==> config.mk <==
export PLATFORM = sky130hd
export DESIGN_NAME = irq_exc_arbiter
export DESIGN_NICKNAME = d
export VERILOG_FILES = /design/src/rtl/mips_exc_pkg.sv /design/src/rtl/irq_sync.sv /design/src/rtl/irq_exc_arbiter.sv
export SDC_FILE = /design/constraint.sdc
export NUM_CORES = 1
export LEC_CHECK = 0
export CAP_MARGIN = 20
export CORE_ASPECT_RATIO = 1.5
export CORE_MARGIN = 1
export CORE_UTILIZATION = 33
export CTS_BUF_LIST = sky130_fd_sc_hd__clkbuf_8
export DETAILED_ROUTE_END_ITERATION = 10
export GPL_ROUTABILITY_DRIVEN = 1
export PLACE_DENSITY = 0.83
export RECOVER_POWER = 100
export SLEW_MARGIN = 40
export SYNTH_ARGS = -nofsm -noshare
export SYNTH_HDL_FRONTEND = slang
export SYNTH_SLANG_ARGS = --single-unit
==> constraint.sdc <==
create_clock -name clk_in -period 1.7 [get_ports clk_in]
set_clock_uncertainty 0.05 [all_clocks]
set_input_delay 0.51 -clock clk_in [delete_from_list [all_inputs] [get_ports clk_in]]
set_output_delay 0.51 -clock clk_in [all_outputs]
set_load 0.01 [all_outputs]
==> src/rtl/mips_exc_pkg.sv <==
// -----------------------------------------------------------------------------
// mips_exc_pkg
//   Shared definitions for the exception / interrupt arbiter:
//     - CP0 cause codes emitted on cause_code_out
//     - bit positions of the enable fields inside the CP0 STATUS word
//     - the arbiter FSM state type
//     - lowest_one_hot(): picks the lowest-indexed set bit of a pending vector
// -----------------------------------------------------------------------------
package mips_exc_pkg;

  // Number of hardware interrupt lines handled by the arbiter.
  localparam int NUM_IRQ = 4;

  // Exception codes written to CP0 CAUSE.ExcCode.
  localparam logic [4:0] CAUSE_INT     = 5'd0;
  localparam logic [4:0] CAUSE_SYSCALL = 5'd8;
  localparam logic [4:0] CAUSE_BREAK   = 5'd9;
  localparam logic [4:0] CAUSE_TRAP    = 5'd13;

  // STATUS bit positions.
  localparam int STATUS_IE         = 0;  // global interrupt/exception enable
  localparam int STATUS_SYSCALL_EN = 1;
  localparam int STATUS_BREAK_EN   = 2;
  localparam int STATUS_TEQ_EN     = 3;
  localparam int STATUS_INT_EN     = 4;

  // Arbiter FSM states.
  typedef enum logic [1:0] {
    EXC_IDLE    = 2'd0,
    EXC_FIRE    = 2'd1,
    EXC_HANDLER = 2'd2
  } exc_state_t;

  // One-hot mask of the lowest-indexed set bit of vec (all zero if vec == 0).
  function automatic logic [NUM_IRQ-1:0] lowest_one_hot(input logic [NUM_IRQ-1:0] vec);
    logic [NUM_IRQ-1:0] sel;
    sel = '0;
    // Scan from the top down so the last hit (lowest index) wins.
    for (int i = NUM_IRQ - 1; i >= 0; i--) begin
      if (vec[i]) begin
        sel    = '0;
        sel[i] = 1'b1;
      end
    end
    return sel;
  endfunction

endpackage

==> src/rtl/irq_sync.sv <==
// -----------------------------------------------------------------------------
// irq_sync
//   Per-line conditioning of the asynchronous hardware interrupt lines and
//   rising-edge detection.
//
//   Build option (macro IRQ_SYNC_EN):
//     defined   : irq_in -> 2-flop synchronizer -> edge-detect flop.
//                 A rise on irq_in is reported on rise_out after the second
//                 clock edge, so the pending bit it sets in the arbiter is
//                 visible after the third edge.
//     undefined : irq_in feeds the edge-detect flop directly; the pending bit
//                 is visible after the first edge.
//
//   Ports:
//     clk_in    in   clock
//     reset_in  in   asynchronous active-high reset (clears every flop)
//     irq_in    in   [NUM_IRQ] raw level-high interrupt lines
//     rise_out  out  [NUM_IRQ] combinational one-cycle rising-edge indication
// -----------------------------------------------------------------------------
module irq_sync
  import mips_exc_pkg::*;
(
  input  logic               clk_in,
  input  logic               reset_in,
  input  logic [NUM_IRQ-1:0] irq_in,
  output logic [NUM_IRQ-1:0] rise_out
);

  // Level seen by the edge detector (synchronized or raw depending on build).
  logic [NUM_IRQ-1:0] level;

  genvar gi;

`ifdef IRQ_SYNC_EN
  logic [NUM_IRQ-1:0] meta_q;
  logic [NUM_IRQ-1:0] meta_d;
  logic [NUM_IRQ-1:0] sync_q;
  logic [NUM_IRQ-1:0] sync_d;

  generate
    for (gi = 0; gi < NUM_IRQ; gi++) begin : g_sync
      always_comb begin
        meta_d[gi] = irq_in[gi];
        sync_d[gi] = meta_q[gi];
      end

      always_ff @(posedge clk_in or posedge reset_in) begin
        if (reset_in) begin
          meta_q[gi] <= 1'b0;
          sync_q[gi] <= 1'b0;
        end else begin
          meta_q[gi] <= meta_d[gi];
          sync_q[gi] <= sync_d[gi];
        end
      end
    end
  endgenerate

  assign level = sync_q;
`else
  assign level = irq_in;
`endif

  // Edge detector: remember the previous level and flag 0 -> 1 transitions.
  logic [NUM_IRQ-1:0] prev_q;
  logic [NUM_IRQ-1:0] prev_d;

  generate
    for (gi = 0; gi < NUM_IRQ; gi++) begin : g_edge
      always_comb begin
        prev_d[gi] = level[gi];
      end

      always_ff @(posedge clk_in or posedge reset_in) begin
        if (reset_in) begin
          prev_q[gi] <= 1'b0;
        end else begin
          prev_q[gi] <= prev_d[gi];
        end
      end

      assign rise_out[gi] = level[gi] & ~prev_q[gi];
    end
  endgenerate

endmodule

==> src/rtl/irq_exc_arbiter.sv <==
// -----------------------------------------------------------------------------
// irq_exc_arbiter
//   Arbitrates the synchronous exceptions (SYSCALL, BREAK, TEQ trap) coming
//   from decode and the latched hardware interrupts, and raises a single CP0
//   exception request with its cause code and EPC. Only one exception is
//   handled at a time: once fired, the arbiter waits in HANDLER until ERET.
//
//   FSM: IDLE -> FIRE (one cycle: exc_req_out/flush_out high) -> HANDLER
//        -> IDLE on eret_in.
//   Priority: syscall > break > teq > interrupt.
//
//   Build option: IRQ_SYNC_EN (see irq_sync) adds a 2-flop synchronizer in
//   front of the interrupt edge detector.
//
//   Ports:
//     clk_in           in   clock
//     reset_in         in   asynchronous active-high reset
//     syscall_in       in   SYSCALL decoded (one-cycle pulse)
//     break_in         in   BREAK decoded (one-cycle pulse)
//     teq_in           in   TEQ trap taken (one-cycle pulse)
//     irq_in           in   [4] asynchronous level-high interrupt lines
//     status_in        in   [32] CP0 STATUS ([0] IE, [1] sys, [2] brk,
//                           [3] teq, [4] int enables)
//     pc_in            in   [32] PC of the decode-stage instruction
//     eret_in          in   ERET decoded
//     exc_req_out      out  CP0 exception strobe (one cycle)
//     cause_code_out   out  [5] exception code of the last fired exception
//     epc_out          out  [32] PC captured with the last fired exception
//     flush_out        out  pipeline flush (one cycle, with exc_req_out)
//     in_handler_out   out  high in FIRE and HANDLER
//     irq_pending_out  out  [4] latched interrupt lines
// -----------------------------------------------------------------------------
module irq_exc_arbiter
  import mips_exc_pkg::*;
(
  input  logic               clk_in,
  input  logic               reset_in,
  input  logic               syscall_in,
  input  logic               break_in,
  input  logic               teq_in,
  input  logic [NUM_IRQ-1:0] irq_in,
  input  logic [31:0]        status_in,
  input  logic [31:0]        pc_in,
  input  logic               eret_in,
  output logic               exc_req_out,
  output logic [4:0]         cause_code_out,
  output logic [31:0]        epc_out,
  output logic               flush_out,
  output logic               in_handler_out,
  output logic [NUM_IRQ-1:0] irq_pending_out
);

  // ---------------------------------------------------------------------------
  // Interrupt edge detection
  // ---------------------------------------------------------------------------
  logic [NUM_IRQ-1:0] irq_rise;

  irq_sync u_irq_sync (
    .clk_in   (clk_in),
    .reset_in (reset_in),
    .irq_in   (irq_in),
    .rise_out (irq_rise)
  );

  // ---------------------------------------------------------------------------
  // State and registered outputs
  // ---------------------------------------------------------------------------
  exc_state_t         state_q;
  exc_state_t         state_d;
  logic               exc_req_q;
  logic               exc_req_d;
  logic               flush_q;
  logic               flush_d;
  logic               in_handler_q;
  logic               in_handler_d;
  logic [4:0]         cause_q;
  logic [4:0]         cause_d;
  logic [31:0]        epc_q;
  logic [31:0]        epc_d;
  logic [NUM_IRQ-1:0] irq_pending_q;
  logic [NUM_IRQ-1:0] irq_pending_d;

  // Qualified sources (per-source enable only; global IE applied below).
  logic               src_syscall;
  logic               src_break;
  logic               src_teq;
  logic               src_int;
  logic               take_exc;
  logic [NUM_IRQ-1:0] irq_clear;

  // STATUS bits above the enable field are not used by this block.
  logic unused_status;
  assign unused_status = ^status_in[31:STATUS_INT_EN+1];

  always_comb begin
    src_syscall = syscall_in & status_in[STATUS_SYSCALL_EN];
    src_break   = break_in   & status_in[STATUS_BREAK_EN];
    src_teq     = teq_in     & status_in[STATUS_TEQ_EN];
    src_int     = (|irq_pending_q) & status_in[STATUS_INT_EN];
    take_exc    = status_in[STATUS_IE] &
                  (src_syscall | src_break | src_teq | src_int);

    state_d   = state_q;
    cause_d   = cause_q;
    epc_d     = epc_q;
    irq_clear = '0;

    case (state_q)
      EXC_IDLE: begin
        if (take_exc) begin
          state_d = EXC_FIRE;
          epc_d   = pc_in;
          // Highest-priority source wins; lower synchronous pulses that
          // arrive together are simply dropped.
          if (src_syscall) begin
            cause_d = CAUSE_SYSCALL;
          end else if (src_break) begin
            cause_d = CAUSE_BREAK;
          end else if (src_teq) begin
            cause_d = CAUSE_TRAP;
          end else begin
            cause_d   = CAUSE_INT;
            // Service one line per FIRE; the rest stay pending and are
            // picked up after the next ERET.
            irq_clear = lowest_one_hot(irq_pending_q);
          end
        end
      end

      EXC_FIRE: begin
        state_d = EXC_HANDLER;
      end

      EXC_HANDLER: begin
        if (eret_in) begin
          state_d = EXC_IDLE;
        end
      end

      default: begin
        state_d = EXC_IDLE;
      end
    endcase

    // Clear before set: a new rise on the bit being serviced keeps it set.
    irq_pending_d = (irq_pending_q & ~irq_clear) | irq_rise;

    // Outputs are decoded from the next state so they are registered and
    // line up with the state they describe.
    exc_req_d    = (state_d == EXC_FIRE);
    flush_d      = (state_d == EXC_FIRE);
    in_handler_d = (state_d != EXC_IDLE);
  end

  always_ff @(posedge clk_in or posedge reset_in) begin
    if (reset_in) begin
      state_q       <= EXC_IDLE;
      exc_req_q     <= 1'b0;
      flush_q       <= 1'b0;
      in_handler_q  <= 1'b0;
      cause_q       <= '0;
      epc_q         <= '0;
      irq_pending_q <= '0;
    end else begin
      state_q       <= state_d;
      exc_req_q     <= exc_req_d;
      flush_q       <= flush_d;
      in_handler_q  <= in_handler_d;
      cause_q       <= cause_d;
      epc_q         <= epc_d;
      irq_pending_q <= irq_pending_d;
    end
  end

  assign exc_req_out     = exc_req_q;
  assign flush_out       = flush_q;
  assign in_handler_out  = in_handler_q;
  assign cause_code_out  = cause_q;
  assign epc_out         = epc_q;
  assign irq_pending_out = irq_pending_q;

endmodule

==> results by group <==
Timing
  • Setup total negative slack: -0.851 ns
  • Worst Tran Pin Value: 0.617 ns
  • Final worst slack: -0.0538 ns
  • Slew headroom: 0.588
  • Fmax: 570 MHz
  • Fin crit share: 1.03
  • Final Hold Vio Count: 0
  • Max-slew violations: 0
  • Fin Hold WS: 0.455 ns
  • RSZ-0062 raised after global routing: true
  • Setup-failing EPs final: 22
  • Tmin final: 1.75 ns

Critical path
  • Max incr delay on CP: 0.35 ns
  • Flop2flop setup slack: -0.05 ns
  • Slowest CP cell: a222oi_1
  • Worst Path Max Fanout: 8
  • Worst reg-to-reg path cell count: 5
  • WS Path Type: in2reg
  • Worst EP arrival: 1.88 ns
  • CP Capture Type: flip-flop
  • WP buf/inv: 4
  • RR Endpoint: epc_out[10]
  • RR Startpoint: irq_pending_out[1]
  • Worst path top cell family by delay: buffers and inverters
  • Setup crit start kind: input port
  • Worst EP required: 1.83 ns
  • Crit-path cells: clkdlybuf4s15_1 -> a222oi_1 -> buf_4 -> a21oi_4 -> buf_6 -> buf_12 -> mux2_4

Layout
  • Share of cells above drive strength 1: 0.274
  • Design area: 0.00307 sq mm
  • Register area: 0.00118 sq mm
  • Layout Nets: 310
  • FILL cells: 443
  • Antenna cell count: 0
  • Layout Area Growth over Synthesis: 68.8%
  • Area of the multi-input gates: 602 sq um

Global route
  • GR Util All Layers: 0.152
  • Pin count of the biggest net entering global routing: 48
  • Gr ovfl total: 0
  • Initial antenna violation count: 0
  • First-pass GRT wire length: 6740 microns
  • Vias in the first global route: 1430

Routing
  • Iter 0 DRT Violations: 19
  • Post-route ant nets: 0
  • DR WL/cell: 13.5 microns
  • DR DRC count: 0
  • Final WL: 4130 microns
  • DRT Pass-1 Iters: 6
  • DR vias/cell: 4.61
  • Total number of vias: 1405

Logic synthesis
  • Seq cells post-synth: 47
  • Dominant cells by area after synthesis: dfrtp_1 65%, mux2_2 20%, buf_6 1.9%
  • Post-Syn Area per Cell: 14.8 sq um
  • Synth cell types: 23
  • Post-Syn Area: 0.00182 sq mm
  • Ys Warns: 0
  • Synthesized instance count: 123
  • Area leader, netlist: dfrtp_1
  • Asr flop ratio synth: 1.00
  • Synth top area share: 0.646
  • Most used DFF post-synth: dfrtp_1
  • Most frequent cell after synthesis: dfrtp_1
  • Sequential share of the synthesized area: 0.646
  • Post-synth top cells: 47 x dfrtp_1, 33 x mux2_2, 7 x inv_1, 4 x nand2_1
  • Number of flops mapped to enable cells by yosys: 0

Floorplan
  • Core Rows: 32
  • Initial core utilization: 0.347
  • CORE AREA: 0.00525 sq mm
  • Total Die Area: 0.00583 sq mm
  • Die X: 62.7 microns
  • Die H: 93 microns
  • Io pins: 118

Placed design
  • GPL Wtd Cong: 0.729
  • Dpl hpwl: 2900 microns
  • Number of port buffers: 88
  • DP Area: 0.00291 sq mm

Clock tree
  • Clock Sinks: 47
  • CTS Buf Count: 5
  • Root Driver: clkbuf_8
  • CTS H-tree depth: 2
  • Worst skew pair latency: 0.29 ns
  • TritonCTS clock tree: done
  • Clock tree buffer depth: 2
  • Clk pin slew, worst setup/hold paths: 0.07 ns
  • Number of hold buffers added after CTS: 0

Status
  • Status: finished with violations
  • Failing checks: negative setup slack

Min path
  • WHS Path Cells: 1
  • Hold_sp: epc_out[6]
  • Hold Path Class: reg2reg
  • Worst Hold Path EP: epc_out[6]

Power and ir drop
  • Lkg Pwr: 1.40 nW
  • Max VDD drop: 0.807 mV
  • Power Density: 1360 mW/mm^2

Job
  • Max-Cap Viols: 0
cell families after synthesis:
group | count (synthesis) | synth area share
simple gates | 14 | 0.0405
other cells | 1 | 0.00206
mux | 33 | 0.204
buf+inv | 13 | 0.0453
flops | 47 | 0.646
compound gates | 15 | 0.0625
area by class of cell:
type | count | share of cell area
multi-input combinational | 64 | 0.196
timing repair buffer | 111 | 0.342
clock inverter | 3 | 0.0208
clock buffer | 5 | 0.0224
inverter | 7 | 0.00855
sequential | 47 | 0.383
tap | 68 | 0.0277
power by group:
group          total, mW  internal, mW  switching, mW
registers           1.70          1.51          0.192
clock network      0.934         0.581          0.353
logic               1.53         0.927          0.604
total               4.17          3.02           1.15
timing repair:
action	4_1_cts	5_1_grt
pin swaps	3	2
cloned	2	0
resized for setup	61	6
setup buffers	5	1
endpoints found under the setup margin	79	34
stage by stage:
| stage | setup slack [ns] | power (mW) | utilization | cells |
|---|---|---|---|---|
| 2_1_floorplan | -0.234 | 2.42 | - | 124 |
| 3_5_place_dp | -0.623 | 3.48 | 0.555 | 291 |
| 3_3_place_gp | -0.566 | 3.44 | 0.555 | 291 |
| 6_report | -0.0538 | 4.17 | 0.586 | 305 |
| 4_1_cts | -0.0802 | 4.25 | 0.593 | 306 |
| 5_1_grt | -0.105 | 4.41 | 0.586 | 305 |
cells in the final DEF, fill, tap and decap left out, types with 2 or more instances in the layout:
master	n
nand2_1	4
o21ai_0	3
clkbuf_8	5
dfrtp_1	47
buf_6	2
clkbuf_1	2
clkbuf_4	2
clkdlybuf4s15_1	6
a21oi_1	2
conb_1	2
mux2_2	29
a22o_1	3
bufinv_16	2
nor2_1	2
nand3_1	2
dlygate4sd2_1	43
o22ai_1	2
mux2_4	3
buf_4	14
nand4_1	2
clkdlybuf4s50_1	33
inv_1	7
dlygate4sd3_1	5
worst max path at each step:
| stage | from | to | depth (start not counted) |
|---|---|---|---|
| floorplan | status_in[0] | epc_out[0] | 4 |
| global placement | status_in[0] | epc_out[21] | 5 |
| detailed placement | status_in[0] | epc_out[4] | 5 |
| CTS | irq_pending_out[2] | epc_out[31] | 6 |
| global route | irq_pending_out[1] | epc_out[10] | 5 |
| finish | syscall_in | epc_out[10] | 7 |
per-layer routing:
metal / vias to the layer above / global-route usage / share of wire
met5: - / 0 / 0
met3: 5 / 0.0402 / 0.049
met2: 59 / 0.277 / 0.57
met1: 684 / 0.169 / 0.37
met4: 0 / 0.0504 / 0.011
li1: 657 / - / -
sequential cells by signal, indices dropped and copies added (netlist names):
signal and cells:
flush_out 1, u_irq_sync.prev_q 4, epc_out 32, irq_pending_out 4
cause_code_out 3, state_q 2, in_handler_out 1
Power figures use the tool's default switching activity.
